### config.mk
export PLATFORM = sky130hd
export DESIGN_NAME = division_4bits_seq
export DESIGN_NICKNAME = d
export VERILOG_FILES = /design/src/rtl/division_4bits_seq_pkg.sv /design/src/rtl/division_step.sv /design/src/rtl/division_4bits_seq.sv
export SDC_FILE = /design/constraint.sdc
export NUM_CORES = 1
export LEC_CHECK = 0
export CAP_MARGIN = 15
export CORE_MARGIN = 5
export CORE_UTILIZATION = 38
export CTS_CLUSTER_DIAMETER = 100
export DETAILED_ROUTE_END_ITERATION = 16
export HOLD_SLACK_MARGIN = 0.12
export PLACE_DENSITY = 0.61
export SLEW_MARGIN = 10
export SYNTH_ARGS = -nofsm -noshare
export SYNTH_HDL_FRONTEND = slang
export SYNTH_HIERARCHICAL = 1
export SYNTH_SLANG_ARGS = --single-unit
### constraint.sdc
create_clock -name clk -period 7.85 [get_ports clk]
set_input_delay 1.57 -clock clk [delete_from_list [all_inputs] [get_ports clk]]
set_output_delay 1.57 -clock clk [all_outputs]
set_load 0.02 [all_outputs]
### src/rtl/division_4bits_seq_pkg.sv
// rtl/division_4bits_seq_pkg.sv - shared state encoding, default width and sign helper for the divider
package division_4bits_seq_pkg;

  localparam int DEFAULT_WIDTH = 4;

  // 2-bit encoding; 2'b11 is unused and recovers to S_IDLE
  typedef enum logic [1:0] {
    S_IDLE = 2'd0,
    S_RUN  = 2'd1,
    S_DONE = 2'd2
  } state_t;

  // A zero magnitude is always reported as positive
  function automatic logic zero_gated_sign(input logic sign, input logic nonzero);
    return sign & nonzero;
  endfunction

endpackage

### src/rtl/division_step.sv
// rtl/division_step.sv - one combinational restoring shift/subtract iteration
module division_step
  import division_4bits_seq_pkg::*;
#(
  parameter int WIDTH = DEFAULT_WIDTH
) (
  input  logic [WIDTH:0]   p,
  input  logic [WIDTH-1:0] q,
  input  logic [WIDTH-1:0] d,
  output logic [WIDTH:0]   p_next,
  output logic [WIDTH-1:0] q_next
);

  logic [2*WIDTH:0] shifted;
  logic [WIDTH:0]   trial;

  // Shift {P,Q} left, trial-subtract D, keep the difference only when it is non-negative
  always_comb begin
    shifted = {p, q} << 1;
    trial   = shifted[2*WIDTH:WIDTH] - {1'b0, d};
    if (!trial[WIDTH]) begin
      p_next = trial;
      q_next = shifted[WIDTH-1:0] | WIDTH'(1);
    end else begin
      p_next = shifted[2*WIDTH:WIDTH];
      q_next = shifted[WIDTH-1:0];
    end
  end

endmodule

### src/rtl/division_4bits_seq.sv
// rtl/division_4bits_seq.sv - sequential restoring divider with sign-magnitude results and start/busy/done handshake
module division_4bits_seq
  import division_4bits_seq_pkg::*;
#(
  parameter int WIDTH = DEFAULT_WIDTH
) (
  input  logic             clk,
  input  logic             rst,
  input  logic             start,
  input  logic [WIDTH-1:0] dividend_mag,
  input  logic             dividend_sign,
  input  logic [WIDTH-1:0] divisor_mag,
  input  logic             divisor_sign,
  output logic             busy,
  output logic             done,
  output logic [WIDTH-1:0] quotient_mag,
  output logic             quotient_sign,
  output logic [WIDTH-1:0] remainder_mag,
  output logic             remainder_sign,
  output logic             div_by_zero
);

  localparam int CW = (WIDTH > 2) ? $clog2(WIDTH) : 1;

  state_t           state;
  logic [CW-1:0]    count;
  logic [WIDTH:0]   p;
  logic [WIDTH-1:0] q;
  logic [WIDTH-1:0] d;
  logic             dividend_sign_r;
  logic             divisor_sign_r;
  logic [WIDTH:0]   p_next;
  logic [WIDTH-1:0] q_next;

  division_step #(.WIDTH(WIDTH)) u_step (
    .p      (p),
    .q      (q),
    .d      (d),
    .p_next (p_next),
    .q_next (q_next)
  );

  // Control FSM, iteration counter, working registers and registered results
  always_ff @(posedge clk) begin
    if (rst) begin
      state           <= S_IDLE;
      count           <= '0;
      p               <= '0;
      q               <= '0;
      d               <= '0;
      dividend_sign_r <= 1'b0;
      divisor_sign_r  <= 1'b0;
      busy            <= 1'b0;
      done            <= 1'b0;
      quotient_mag    <= '0;
      quotient_sign   <= 1'b0;
      remainder_mag   <= '0;
      remainder_sign  <= 1'b0;
      div_by_zero     <= 1'b0;
    end else begin
      case (state)
        S_IDLE: begin
          done <= 1'b0;
          busy <= 1'b0;
          if (start) begin
            dividend_sign_r <= dividend_sign;
            divisor_sign_r  <= divisor_sign;
            d               <= divisor_mag;
            q               <= dividend_mag;
            p               <= '0;
            count           <= '0;
            busy            <= 1'b1;
            div_by_zero     <= 1'b0;
            if (divisor_mag == '0) begin
              // Zero divisor skips the iterations and reports immediately
              state          <= S_DONE;
              done           <= 1'b1;
              div_by_zero    <= 1'b1;
              quotient_mag   <= '0;
              quotient_sign  <= 1'b0;
              remainder_mag  <= dividend_mag;
              remainder_sign <= zero_gated_sign(dividend_sign, |dividend_mag);
            end else begin
              state <= S_RUN;
            end
          end
        end
        S_RUN: begin
          p     <= p_next;
          q     <= q_next;
          count <= count + 1'b1;
          if (count == CW'(WIDTH - 1)) begin
            state          <= S_DONE;
            done           <= 1'b1;
            quotient_mag   <= q_next;
            quotient_sign  <= zero_gated_sign(dividend_sign_r ^ divisor_sign_r, |q_next);
            remainder_mag  <= p_next[WIDTH-1:0];
            remainder_sign <= zero_gated_sign(dividend_sign_r, |p_next[WIDTH-1:0]);
          end
        end
        S_DONE: begin
          state <= S_IDLE;
          done  <= 1'b0;
          busy  <= 1'b0;
        end
        default: begin
          state <= S_IDLE;
          done  <= 1'b0;
          busy  <= 1'b0;
        end
      endcase
    end
  end

endmodule

* Word level (Yosys, flattened, before mapping)
Cells that the tools add are included. W data, S select, Z words.
Storage, ports and cells: logic and storage cells 69, output and inout bits 13, input port bits 13, register bits after elaboration 31
Cells by class: reductions and logical operators 10, mux-type cells 34, add/sub/neg operators 2, bitwise operators 4, eq/ne operators 5
Operators with widths (count):
- $mux W4 | 9
- $pmux W4 S2 | 4
- $reduce_or A4 Y1 | 3
- $mux W1 | 11
- $mux W2 | 4
- $pmux W1 S2 | 4
- $pmux W2 S2 | 2
- $ne A2 B2 Y1 const B | 3
- $reduce_and A2 Y1 | 3
- $sub A5 B4 Y5 | 1
- $logic_not A4 Y1 | 1
- $reduce_and A4 Y1 | 1
- $and A1 B1 Y1 | 3
- $add A2 B1 Y2 const B | 1
- $eq A2 B1 Y1 const B | 1
- $eq A2 B2 Y1 const B | 1
- $logic_not A2 Y1 | 1
- $reduce_bool A2 Y1 | 1
- $xor A1 B1 Y1 | 1

* Longest topological paths before layout
word-level depth 6, depth in mapped cells 14, depth with buffers taken out 13

* By module
Netlist, hierarchy kept.
By module, submodules not included:
- division_4bits_seq | seq. area each 640.6 µm², times used 1, area each 1337.5 µm², cells an instance 147
- division_step | seq. area each 0.0 µm², times used 1, area each 252.7 µm², cells an instance 31

* Worst setup path before layout
Ideal clock, no wire load.
kind register to register, start reg q[3], end reg remainder_sign, buffers on the path 1, slack 5048 ps, required time 7719 ps, period minus slack after synthesis 2802 ps, arrival 2672 ps, stages on the path, launching flop included 15, setup time 131 ps, cells stage by stage dfxtp_1 > inv_1 > ha_1 > fa_1 > inv_1 > a21oi_1 > o21bai_1 > ha_1 > buf_6 > nor4bb_1 > a31oi_1 > nand4_1 > or4_1 > nand3_1 > a311oi_1
Between the ends: word-level cells in the longest chain between the ends 6
Ends and longest elaborated chain:
- from (decl) | line division_4bits_seq.sv:28 | logic [WIDTH-1:0] q;
- from (signal assigned) | line division_4bits_seq.sv:69 | q <= dividend_mag;
- from (signal assigned) | line division_4bits_seq.sv:90 | q <= q_next;
- $sub A5 B4 Y5 | line division_step.sv:20 | trial = shifted[2*WIDTH:WIDTH] - {1'b0, d};
- $mux W4 | line division_step.sv:21 | if (!trial[WIDTH]) begin
- net p_next[3] | line division_4bits_seq.sv:32 | logic [WIDTH:0] p_next;
- $reduce_or A4 Y1 | line division_4bits_seq.sv:98 | remainder_sign <= zero_gated_sign(dividend_sign_r, |p_next[WIDTH-1:0]);
- $and A1 B1 Y1 | line division_4bits_seq_pkg.sv:15 | return sign & nonzero;
- $mux W1 | line division_4bits_seq.sv:92 | if (count == CW'(WIDTH - 1)) begin
- $pmux W1 S2 | line division_4bits_seq.sv:61 | case (state)
- to (signal assigned) | line division_4bits_seq.sv:82 | remainder_sign <= zero_gated_sign(dividend_sign, |dividend_mag);
- to (signal assigned) | line division_4bits_seq.sv:98
- to (decl) | line division_4bits_seq.sv:19 | output logic remainder_sign,
The timed path passes the listed nets, and every way through them passes these cells. The select of a mux whose other input is x is not followed. A chain may end at the register's enable or synchronous reset.

==> flow_summary.yaml <==
critical_path:
  worst_ep_arrival_time_ns: 3.43
  cp_cell_sequence: "clkdlybuf4s50_1 > or4_1 > mux2i_1"
  slowest_delay_ns: 0.99
  timing_worst_setup_path_type: "input pin to register"
  cp_max_fo: 36
  r2r_setup_slack_ns: 4.75
  critPathRequiredTime_ns: 8.06
  worst_setup_path_end_kind: "register"
  startpoint_type: "input pin"
  critical-path-slowest-cell: "clkdlybuf4s50_1"
  critPathTopFamily: "buffers and inverters"
  critPathBufInv: 1
  r2r_start: "q[3]"
  reg2reg_depth: 13
  crit_start: "rst"
  reg2reg_to: "remainder_sign"
timing:
  rsz0062_at_grt: "false"
  timing.fmax_ghz: 0.311
  tightest_slew_ns: 1.13
  setup_ws_ns: 4.63
  finalCriticalPeriod_ns: 3.22
  whs_ns: 0.459
  timing.final.crit_share_pct: 41.0
  drv_slew: 0
  final.setup.tns_ns: 0
  skew_ns: 0.00346
  timing.final.hold_violations: 0
  relSlewSlack_pct: 24.1
  finalSetupViolCount: 0
cts:
  cts_sinks: 31
  cts_setup_buffers: 0
  cts_buffers: 5
  clock_latency_ns: 0.28
  htree_levels: 2
  clockBufferDepth: 2
  postCtsHoldBufs: 0
  cts.clk_slew.worst_paths_ns: 0.06
  ctsResizeCount: 0
  cts_tree: "done"
  ctsRootBufferMaster: "clkbuf_8"
route:
  finalWirelength_microns: 3410
  post_drt_wl_per_cell_microns: 14.0
  vias: 1305
  drc: 0
  viasPerCell: 5.35
  firstDrtPassIters: 4
  ant_nets: 0
  dr.first_iter.drc_count: 146
yosys:
  synthCells: 174
  synth_nets: 194
  netlist_area_sq_um: 1560
  ys_warn_count: 6
  syn_avg_cell_area_sq_um: 8.95
placed_design:
  gp_congestion: 0.822
  preCtsSetupSlack_ns: 4.35
  dp.cells: 236
  dpl.hpwl_microns: 2570
  dpl_cell_area_sq_um: 1800
  portBuffers: 25
power_and_ir_drop:
  p_per_area_nw_per_um2: 191
  peakVddDrop_uv: 118
  p_leak_nw: 0.705
  p_total_mw: 0.359
die:
  fp.dieH_microns: 74
  row_count: 23
  die_area_sq_um: 5480
  io_pins: 26
  start_util_pct: 38.9
  die_x_microns: 74
  core_area_sq_um: 4000
worst_hold_path:
  hold_start: "d[0]"
  hold_class: "register to register"
  worstHoldEndpoint: "d[0]"
  min_path_cells: 2
final_layout:
  area_growth_pct: 20.8
  nets: 213
  drive_above_1_share_pct: 5.67
  post-route-util_pct: 47.0
  design_area_sq_um: 1880
  diodes: 0
  final_cells: 244
global_routing:
  antenna_found_initial: 0
  grt_max_degree: 37
  grt_pass1_wl_microns: 5940
  grt.total_usage_pct: 14.0
  overflow: 0
  grt_pass1_vias: 1342
job:
  drv_cap: 0
run_status:
  status: "complete, no violations"
-- flip-flops by register name, summed over array words and instances, names as in the netlist --
name / count
count: 2
busy: 1
divisor_sign_r: 1
remainder_sign: 1
done: 1
div_by_zero: 1
quotient_sign: 1
quotient_mag: 4
q: 4
dividend_sign_r: 1
state: 2
remainder_mag: 4
d: 4
p: 4
-- cells in the final DEF, fill, tap and decap left out, types with 6 or more instances in the layout --
cell type        count
ha_1                 6
nand3b_1             6
nand2b_1             7
clkdlybuf4s50_1     25
dfxtp_1             31
nand2_1             27
inv_1                7
mux2i_1              8
nor2_1               8
a22oi_1              8
a21oi_1             15
-- per-layer routing --
layer,vias up,wire length [microns],global-route usage [%]
li1,652,-,-
met1,617,1550,17.7
met2,30,1580,22.7
met3,6,211,3.78
met4,0,57,5.23
met5,-,0,0
-- power by group --
part / leakage [nW] / switching [mW] / internal (mW) / total [mW]
Clock: 0.0422 / 0.0561 / 0.0621 / 0.118
Sequential: 0.252 / 0.00550 / 0.164 / 0.170
Combinational: 0.410 / 0.0389 / 0.0320 / 0.0709
-- worst reg2reg max path, stage by stage (launching register included) --
cell and delay (ns):
dfxtp_1 0.33, inv_1 0.05, ha_1 0.23, fa_1 0.41
inv_1 0.07, a21oi_1 0.06, o21bai_1 0.13, ha_1 0.39
nor4bb_1 0.21, a31oi_1 0.14, nand4_1 0.17, or4_1 0.55
nand3_1 0.10, a311oi_1 0.09
-- final cells by class --
type / count / area (sq um)
fillers: 382 / 2120
flip-flops and latches: 31 / 621
clock inverters: 1 / 5.00
repair buffers: 26 / 258
well taps: 50 / 62.6
inverters: 7 / 26.3
clock buffers: 7 / 76.3
multi-input cells: 122 / 832
-- how the worst max path moves through the flow --
stage | endpoint | slack, ns | cells past startpoint
after floorplan | remainder_sign | 5.05 | 14
after global placement | quotient_sign | 4.37 | 3
after detailed placement | quotient_sign | 4.35 | 3
after CTS | quotient_sign | 4.65 | 3
after global routing | quotient_sign | 4.52 | 3
final | quotient_sign | 4.63 | 3
Note: power is estimated with default switching activity, not from simulation.
